**config.mk**
```make
export PLATFORM = sky130hd
export DESIGN_NAME = falling_piece_ctrl_flat
export DESIGN_NICKNAME = d
export VERILOG_FILES = /design/src/rtl/falling_piece_pkg.sv /design/src/rtl/falling_piece_if.sv /design/src/rtl/piece_pixel_hit.sv /design/src/rtl/falling_piece_ctrl.sv /design/src/flat_wrapper.sv
export SDC_FILE = /design/constraint.sdc
export NUM_CORES = 1
export LEC_CHECK = 0
export CAP_MARGIN = 20
export CORE_AREA = 4 4 129 107
export CTS_CLUSTER_SIZE = 20
export DETAILED_ROUTE_END_ITERATION = 8
export DIE_AREA = 0 0 133 111
export PLACE_DENSITY = 0.87
export SYNTH_ARGS = -nofsm -noshare
export SYNTH_HDL_FRONTEND = slang
export SYNTH_SLANG_ARGS = --single-unit
```
**constraint.sdc**
```tcl
create_clock -name clk -period 15.88 [get_ports clk]
set_input_delay 4.764 -clock clk [delete_from_list [all_inputs] [get_ports clk]]
set_output_delay 4.764 -clock clk [all_outputs]
set_load 0.1 [all_outputs]
```
**src/rtl/falling_piece_pkg.sv**
```systemverilog
// Shared types, key codes, shape table and mask helpers for the falling-piece engine.
package falling_piece_pkg;

  typedef enum logic [1:0] {
    StFall,
    StSpawn,
    StPause
  } state_e;

  localparam logic [7:0] KeyLeft  = 8'h6B;
  localparam logic [7:0] KeyRight = 8'h74;
  localparam logic [7:0] KeyDrop  = 8'h72;
  localparam logic [7:0] KeyRot   = 8'h75;
  localparam logic [7:0] KeyPause = 8'h29;

  // Entry [0] is the rightmost element; bit r*4+c is cell (row r, col c).
  localparam logic [7:0][15:0] SHAPE_MASK = {
    16'h0000, 16'h0000, 16'h0000, 16'h0072,
    16'h0071, 16'h000F, 16'h00FF, 16'h0033
  };

  // Shift the mask up and left until row 0 and col 0 are both occupied.
  function automatic logic [15:0] normalise(logic [15:0] m);
    logic [15:0] n;
    n = m;
    for (int i = 0; i < 3; i++) begin
      if (n[3:0] == 4'h0 && n != 16'h0) n = n >> 4;
      if ((n & 16'h1111) == 16'h0 && n != 16'h0) n = (n >> 1) & 16'h7777;
    end
    return n;
  endfunction

  function automatic logic [15:0] rot_cw(logic [15:0] m);
    logic [15:0] t;
    t = '0;
    for (int r = 0; r < 4; r++) begin
      for (int c = 0; c < 4; c++) begin
        t[r*4+c] = m[(3-c)*4+r];
      end
    end
    return normalise(t);
  endfunction

  function automatic logic [5:0] mask_w(logic [15:0] m);
    logic [5:0] w;
    w = '0;
    for (int r = 0; r < 4; r++) begin
      for (int c = 0; c < 4; c++) begin
        if (m[r*4+c] && w < 6'(c + 1)) w = 6'(c + 1);
      end
    end
    return w;
  endfunction

  function automatic logic [5:0] mask_h(logic [15:0] m);
    logic [5:0] h;
    h = '0;
    for (int r = 0; r < 4; r++) begin
      for (int c = 0; c < 4; c++) begin
        if (m[r*4+c] && h < 6'(r + 1)) h = 6'(r + 1);
      end
    end
    return h;
  endfunction

endpackage

```
**src/rtl/falling_piece_if.sv**
```systemverilog
// Key input, pixel query and piece status bundle between the game logic and the piece engine.
interface falling_piece_if;
  logic       key_valid;
  logic [7:0] key_code;
  logic [9:0] pix_x;
  logic [9:0] pix_y;
  logic       pix_hit;
  logic [2:0] piece_id;
  logic [4:0] piece_col;
  logic [4:0] piece_row;
  logic       spawn;

  modport master (
    output key_valid, key_code, pix_x, pix_y,
    input  pix_hit, piece_id, piece_col, piece_row, spawn
  );

  modport slave (
    input  key_valid, key_code, pix_x, pix_y,
    output pix_hit, piece_id, piece_col, piece_row, spawn
  );
endinterface

```
**src/rtl/piece_pixel_hit.sv**
```systemverilog
// Combinational test of whether a pixel falls in an occupied cell of a 4x4 piece mask.
module piece_pixel_hit #(
  parameter int unsigned CELL = 40
) (
  input  logic [4:0]  col_i,
  input  logic [4:0]  row_i,
  input  logic [15:0] mask_i,
  input  logic [9:0]  pix_x_i,
  input  logic [9:0]  pix_y_i,
  output logic        hit_o
);

  logic [15:0] x0, y0, px, py;
  logic [3:0]  in_x, in_y;

  // Half-open cell windows built from constant multiples of CELL, no division.
  always_comb begin
    x0 = 16'(col_i) * 16'(CELL);
    y0 = 16'(row_i) * 16'(CELL);
    px = {6'b0, pix_x_i};
    py = {6'b0, pix_y_i};
    for (int k = 0; k < 4; k++) begin
      in_x[k] = (px >= x0 + 16'(k * CELL)) && (px < x0 + 16'((k + 1) * CELL));
      in_y[k] = (py >= y0 + 16'(k * CELL)) && (py < y0 + 16'((k + 1) * CELL));
    end
    hit_o = 1'b0;
    for (int r = 0; r < 4; r++) begin
      for (int c = 0; c < 4; c++) begin
        if (mask_i[r*4+c] && in_x[c] && in_y[r]) hit_o = 1'b1;
      end
    end
  end

endmodule

```
**src/rtl/falling_piece_ctrl.sv**
```systemverilog
// Falling-piece engine: gravity divider, key moves/rotation with wall checks, spawn and pause,
// plus a registered per-pixel coverage answer for the pixel mux.
module falling_piece_ctrl
  import falling_piece_pkg::*;
#(
  parameter int unsigned H_RES    = 640,
  parameter int unsigned V_RES    = 480,
  parameter int unsigned CELL     = 40,
  parameter int unsigned TICK_DIV = 200000,
  parameter int unsigned N_SHAPES = 5
) (
  input  logic           clk,
  input  logic           rst_n,
  falling_piece_if.slave bus
);

  localparam int unsigned DivW      = $clog2(TICK_DIV);
  localparam logic [5:0]  Cols6     = 6'(H_RES / CELL);
  localparam logic [5:0]  Rows6     = 6'(V_RES / CELL);
  localparam logic [2:0]  LastShape = 3'(N_SHAPES - 1);

  state_e          state_q, state_d;
  logic [2:0]      shape_q, shape_d, shape_inc;
  logic [15:0]     mask_q, mask_d, rot_mask, spawn_mask;
  logic [4:0]      col_q, col_d, row_q, row_d;
  logic [DivW-1:0] div_q, div_d;
  logic            tick_pending_q, tick_pending_d;
  logic            pix_hit_q, hit;
  logic            tick, tick_now, step_req, row_fits, rot_fits;
  logic [5:0]      col6, row6, cur_w, cur_h, rot_w, rot_h, spawn_w;
  logic            key_left, key_right, key_drop, key_rot, key_pause, key_any;

  always_comb begin
    key_left  = bus.key_valid && (bus.key_code == KeyLeft);
    key_right = bus.key_valid && (bus.key_code == KeyRight);
    key_drop  = bus.key_valid && (bus.key_code == KeyDrop);
    key_rot   = bus.key_valid && (bus.key_code == KeyRot);
    key_pause = bus.key_valid && (bus.key_code == KeyPause);
    key_any   = key_left | key_right | key_drop | key_rot | key_pause;

    tick     = (div_q == DivW'(TICK_DIV - 1));
    div_d    = tick ? '0 : div_q + DivW'(1);
    tick_now = tick | tick_pending_q;

    col6       = {1'b0, col_q};
    row6       = {1'b0, row_q};
    cur_w      = mask_w(mask_q);
    cur_h      = mask_h(mask_q);
    rot_mask   = rot_cw(mask_q);
    rot_w      = mask_w(rot_mask);
    rot_h      = mask_h(rot_mask);
    rot_fits   = (col6 + rot_w <= Cols6) && (row6 + rot_h <= Rows6);
    row_fits   = (row6 + 6'd1 + cur_h) <= Rows6;
    shape_inc  = (shape_q >= LastShape) ? 3'd0 : shape_q + 3'd1;
    spawn_mask = SHAPE_MASK[shape_inc];
    spawn_w    = mask_w(spawn_mask);
    // A recognised key claims the cycle; a coincident tick waits one cycle.
    step_req   = key_drop || (!key_any && tick_now);
  end

  always_comb begin
    state_d        = state_q;
    shape_d        = shape_q;
    mask_d         = mask_q;
    col_d          = col_q;
    row_d          = row_q;
    tick_pending_d = tick_pending_q;

    case (state_q)
      StFall: begin
        if (key_pause) begin
          state_d        = StPause;
          tick_pending_d = 1'b0;
        end else begin
          tick_pending_d = key_any ? tick_now : 1'b0;
          if (key_left && col_q != 5'd0) col_d = col_q - 5'd1;
          if (key_right && (col6 + 6'd1 + cur_w <= Cols6)) col_d = col_q + 5'd1;
          if (key_rot && rot_fits) mask_d = rot_mask;
          if (step_req) begin
            if (row_fits) row_d = row_q + 5'd1;
            else          state_d = StSpawn;
          end
        end
      end
      StSpawn: begin
        shape_d        = shape_inc;
        mask_d         = spawn_mask;
        row_d          = 5'd0;
        col_d          = (col6 + spawn_w > Cols6) ? 5'(Cols6 - spawn_w) : col_q;
        tick_pending_d = tick_now;
        state_d        = StFall;
      end
      StPause: begin
        tick_pending_d = 1'b0;
        if (key_pause) state_d = StFall;
      end
      default: state_d = StFall;
    endcase
  end

  piece_pixel_hit #(
    .CELL(CELL)
  ) u_pixel_hit (
    .col_i  (col_q),
    .row_i  (row_q),
    .mask_i (mask_q),
    .pix_x_i(bus.pix_x),
    .pix_y_i(bus.pix_y),
    .hit_o  (hit)
  );

  always_ff @(posedge clk) begin
    if (!rst_n) begin
      state_q        <= StFall;
      shape_q        <= 3'd0;
      mask_q         <= SHAPE_MASK[0];
      col_q          <= 5'd0;
      row_q          <= 5'd0;
      div_q          <= '0;
      tick_pending_q <= 1'b0;
      pix_hit_q      <= 1'b0;
    end else begin
      state_q        <= state_d;
      shape_q        <= shape_d;
      mask_q         <= mask_d;
      col_q          <= col_d;
      row_q          <= row_d;
      div_q          <= div_d;
      tick_pending_q <= tick_pending_d;
      pix_hit_q      <= hit;
    end
  end

  assign bus.pix_hit   = pix_hit_q;
  assign bus.piece_id  = shape_q;
  assign bus.piece_col = col_q;
  assign bus.piece_row = row_q;
  assign bus.spawn     = (state_q == StSpawn);

endmodule

```
**src/flat_wrapper.sv**
```systemverilog
// flat-port wrapper written by rule: the top's interface ports become plain ports
module falling_piece_ctrl_flat import falling_piece_pkg::*;
#(
  parameter int unsigned H_RES    = 640,
  parameter int unsigned V_RES    = 480,
  parameter int unsigned CELL     = 40,
  parameter int unsigned TICK_DIV = 200000,
  parameter int unsigned N_SHAPES = 5
)
  (clk, rst_n, bus_key_valid, bus_key_code, bus_pix_x, bus_pix_y, bus_pix_hit, bus_piece_id, bus_piece_col, bus_piece_row, bus_spawn);
  falling_piece_if bus_i ();
  input  logic clk;
  input  logic rst_n;
  input wire logic [$bits(bus_i.key_valid)-1:0] bus_key_valid;
  input wire logic [$bits(bus_i.key_code)-1:0] bus_key_code;
  input wire logic [$bits(bus_i.pix_x)-1:0] bus_pix_x;
  input wire logic [$bits(bus_i.pix_y)-1:0] bus_pix_y;
  output wire logic [$bits(bus_i.pix_hit)-1:0] bus_pix_hit;
  output wire logic [$bits(bus_i.piece_id)-1:0] bus_piece_id;
  output wire logic [$bits(bus_i.piece_col)-1:0] bus_piece_col;
  output wire logic [$bits(bus_i.piece_row)-1:0] bus_piece_row;
  output wire logic [$bits(bus_i.spawn)-1:0] bus_spawn;
  assign bus_i.key_valid = bus_key_valid;
  assign bus_i.key_code = bus_key_code;
  assign bus_i.pix_x = bus_pix_x;
  assign bus_i.pix_y = bus_pix_y;
  assign bus_pix_hit = bus_i.pix_hit;
  assign bus_piece_id = bus_i.piece_id;
  assign bus_piece_col = bus_i.piece_col;
  assign bus_piece_row = bus_i.piece_row;
  assign bus_spawn = bus_i.spawn;
  falling_piece_ctrl #(.H_RES(H_RES), .V_RES(V_RES), .CELL(CELL), .TICK_DIV(TICK_DIV), .N_SHAPES(N_SHAPES)) u_core (.clk(clk), .rst_n(rst_n), .bus(bus_i));
endmodule
```
==> key figures <==
Status
  • Status: finished clean

Floorplanning
  • Die Y: roughly 110 µm
  • Core box area: 12550 µm²
  • Die Area: between 10000 and 15000 µm²
  • Site Rows: 37
  • Die X: ~130 µm
  • Num ports: 46
  • Initial Utilization: 0.5974

Detailed routing
  • Iteration-0 DRC Markers: between 1k and 1.5k
  • Drt drc: 0
  • Drt wl/cell: roughly 17 µm
  • Vias: between 7k and 8k
  • Antenna Nets Post-Route: 0
  • Post-Route WL: around 20 mm
  • Drt first pass iters: 5
  • Vias/cell: about 6.3

Cells and area
  • Final Net Count: 1161
  • N_diodes: 0
  • Layout cells sized above 1: 0.04391
  • Area Growth Syn to Fin: 9.299%
  • Non-Filler Instances: roughly 1.2k

CTS
  • Clk slew on worst S/H paths: 0.07 ns
  • Clock Sinks: 51
  • Postcts setup bufs: 0
  • TritonCTS clock tree: done
  • Post-cts hold buffer count: 0
  • Clock root buffer: clkbuf_16
  • Clk_lat worst skew: between 0.2 and 0.3 ns
  • Cts repair resizes: 0
  • H-tree levels: 2
  • CTS buffer count: 5
  • CTS max path bufs: 2

Power and ir drop
  • Switching Fraction: 0.3107
  • Pwr dens: 39.36 nW/µm²
  • P_int: about 0.00022 W
  • Clk pwr share: 0.345
  • Power share of the combinational group: 0.244
  • Net Sw Power: between 0.0001 and 0.00015 W
  • P_leak: 3.297 nW
  • Flop pwr share: 0.411
  • Max VDD drop: between 60 and 70 µV

Global route
  • Initial antenna violation count: 0
  • GRT Total Usage: 0.2651
  • First-pass GRT wire length: 33.40 mm
  • Largest net degree at the start of global routing: 38
  • Vias in the first global route: approximately 7k
  • Gr ovfl total: 0

Setup path
  • Worst path required time: ~16 ns
  • CP arrival: roughly 7.8 ns
  • CP Launch Type: input pin
  • Worst path slowest cell: nor4b_1
  • Crit end category: register
  • Critical path's largest stage delay: around 0.81 ns
  • CP most frequent cell: nor4b_1
  • Cell Chain, Critical Path: clkdlybuf4s50_1, nor4bb_1, nand3b_1, nor4b_1, nor4b_1, nand4b_1, and2_1, nand2_1, o221a_1, nor3b_2
  • WS Path Type: in2reg
  • Max FO, Critical Path: 15

Hold path
  • Hold Crit Class: reg2reg

Yosys
  • YS warnings: 0
  • Cells after Synth: just under 1k
  • Number of synthesized flops with an enable pin: 0
  • Post-synth ARST share: 0
  • Synth Flop Type: dfxtp_1
  • Syn Nets: 1146
  • Synthesized area: 7495 µm²
  • Seq/Total Area, Yosys: 0.1362
  • Syn Area/Cell: 7.601 µm²
  • Flops & latches, synth: 51
  • Synth cell types: between 80 and 90

Timing
  • Final worst-path cycle share: 0.4760
  • Hold Fails Final Rpt: 0
  • Clock period minus worst slack: between 7 and 8 ns
  • Worst Skew: 0.008251 ns
  • Count of pins over their slew limit: 0
  • Final Hold Slack: between 0.4 and 0.5 ns
  • Unrepaired setup endpoints after global routing: no
  • Max Freq: ~130 MHz
  • Final TNS setup: 0 ns
  • Final setup violation count: 0
  • Relative slew slack: 0.2479
  • Worst slew pin tran: 1.116 ns

Placed design
  • DP Cell Count: 1169
  • Detailed Place HPWL: 15.39 mm
  • Port Buffer Count: 45
  • RD Place Congestion: 0.9740

Flow run
  • Total of max-cap violations: 0
cells by family after synthesis:
family,count (synthesis),synth area share
muxes,22,0.02988
AOI/OAI and AO/OA,259,0.2312
adders and majority gates,129,0.2214
DFF,51,0.1362
buffers and inverters,99,0.05158
and+or+nand+nor,368,0.2619
xor gates and xnor gates,58,0.06778
cell usage after synthesis, types with 11 or more instances:
library cell,number,area [µm²]
clkbuf_1,33,123.9
nor2b_1,26,162.7
nand2b_1,17,106.4
xor2_1,25,219.0
o21a_1,20,150.1
xnor2_1,33,289.0
o21ai_0,51,255.2
nor3_1,34,170.2
and3_1,11,68.82
ha_1,123,1539
a21oi_1,89,445.4
dfxtp_1,51,1021
nand3_1,23,115.1
nand2_1,81,304.0
nor2_1,84,315.3
and2_1,13,81.33
inv_1,56,210.2
or3_1,11,68.82
mux2i_1,19,190.2
through the flow:
step	cell area (µm²)	utilization	setup slack [ns]	total power, W
6_report	8192	0.6529	8.321	0.0003224
2_1_floorplan	7495	-	8.777	0.0001869
5_1_grt	8192	0.6529	7.977	0.0003377
4_1_cts	8192	0.6529	8.318	0.0003226
3_5_place_dp	8039	0.6408	8.010	0.0002126
3_3_place_gp	8039	0.6408	8.137	0.0002104
flip-flops by register name, summed over array words and instances, names as in the netlist:
| name | flops |
|---|---|
| u_core.bus.piece_row | 5 |
| u_core.mask_q | 16 |
| u_core.div_q | 18 |
| u_core.state_q | 2 |
| u_core.bus.pix_hit | 1 |
| u_core.bus.piece_id | 3 |
| u_core.bus.piece_col | 5 |
| u_core.tick_pending_q | 1 |
worst paths after layout:
check / endpoint / slack (ns) / cells after the start / start
worst max-delay path: u_core.mask_q[12] / 8.32 / 10 / bus_key_code[5]
worst min-delay path: u_core.div_q[0] / 0.46 / 1 / u_core.div_q[0]
worst max register to register: u_core.mask_q[4] / 8.81 / 24 / u_core.mask_q[12]
worst min register to register: u_core.div_q[0] / 0.46 / 1 / u_core.div_q[0]
area by class of cell:
cell class	instances	area (µm²)
Multi-Input combinational cell	836	6093
Fill cell	1063	4354
Inverter	56	210.2
Clock buffer	5	125.1
Sequential cell	51	1021
Tap cell	175	219.0
Timing Repair Buffer	51	495.5
Clock inverter	3	27.53
cells in the final DEF (no fill, tap or decap), types with 20 or more instances in the layout:
cell	count
clkdlybuf4s50_1	45
a21oi_1	89
nor2_1	84
xnor2_1	33
o21a_1	20
o21ai_0	51
ha_1	123
nor2b_1	26
nand3_1	23
nand2_1	81
nor3_1	34
xor2_1	25
dfxtp_1	51
inv_1	56
metal layers:
metal	share of wire	up-vias	routed length [µm]	global-route usage
met2	0.42	350	8513	0.3917
met5	0	-	0	0
li1	-	3601	-	-
met4	0.015	0	312	0.05263
met1	0.46	3387	9328	0.3982
met3	0.098	47	1975	0.05127
power by group through the flow:
stage | registers, W | logic, W | clock network, W
2_1_floorplan | 0.000140 | 0.0000469 | 0
3_3_place_gp | 0.000135 | 0.0000750 | 0
3_5_place_dp | 0.000135 | 0.0000771 | 0
4_1_cts | 0.000132 | 0.0000777 | 0.000112
5_1_grt | 0.000133 | 0.0000870 | 0.000118
6_report | 0.000133 | 0.0000786 | 0.000111
critical path, delay by kind of cell:
| family | cells | cell delay (ns) |
|---|---|---|
| compound gates | 1 | 0.16 |
| buf+inv | 1 | 0.47 |
| simple gates | 8 | 2.37 |
Power figures use the tool's default switching activity.
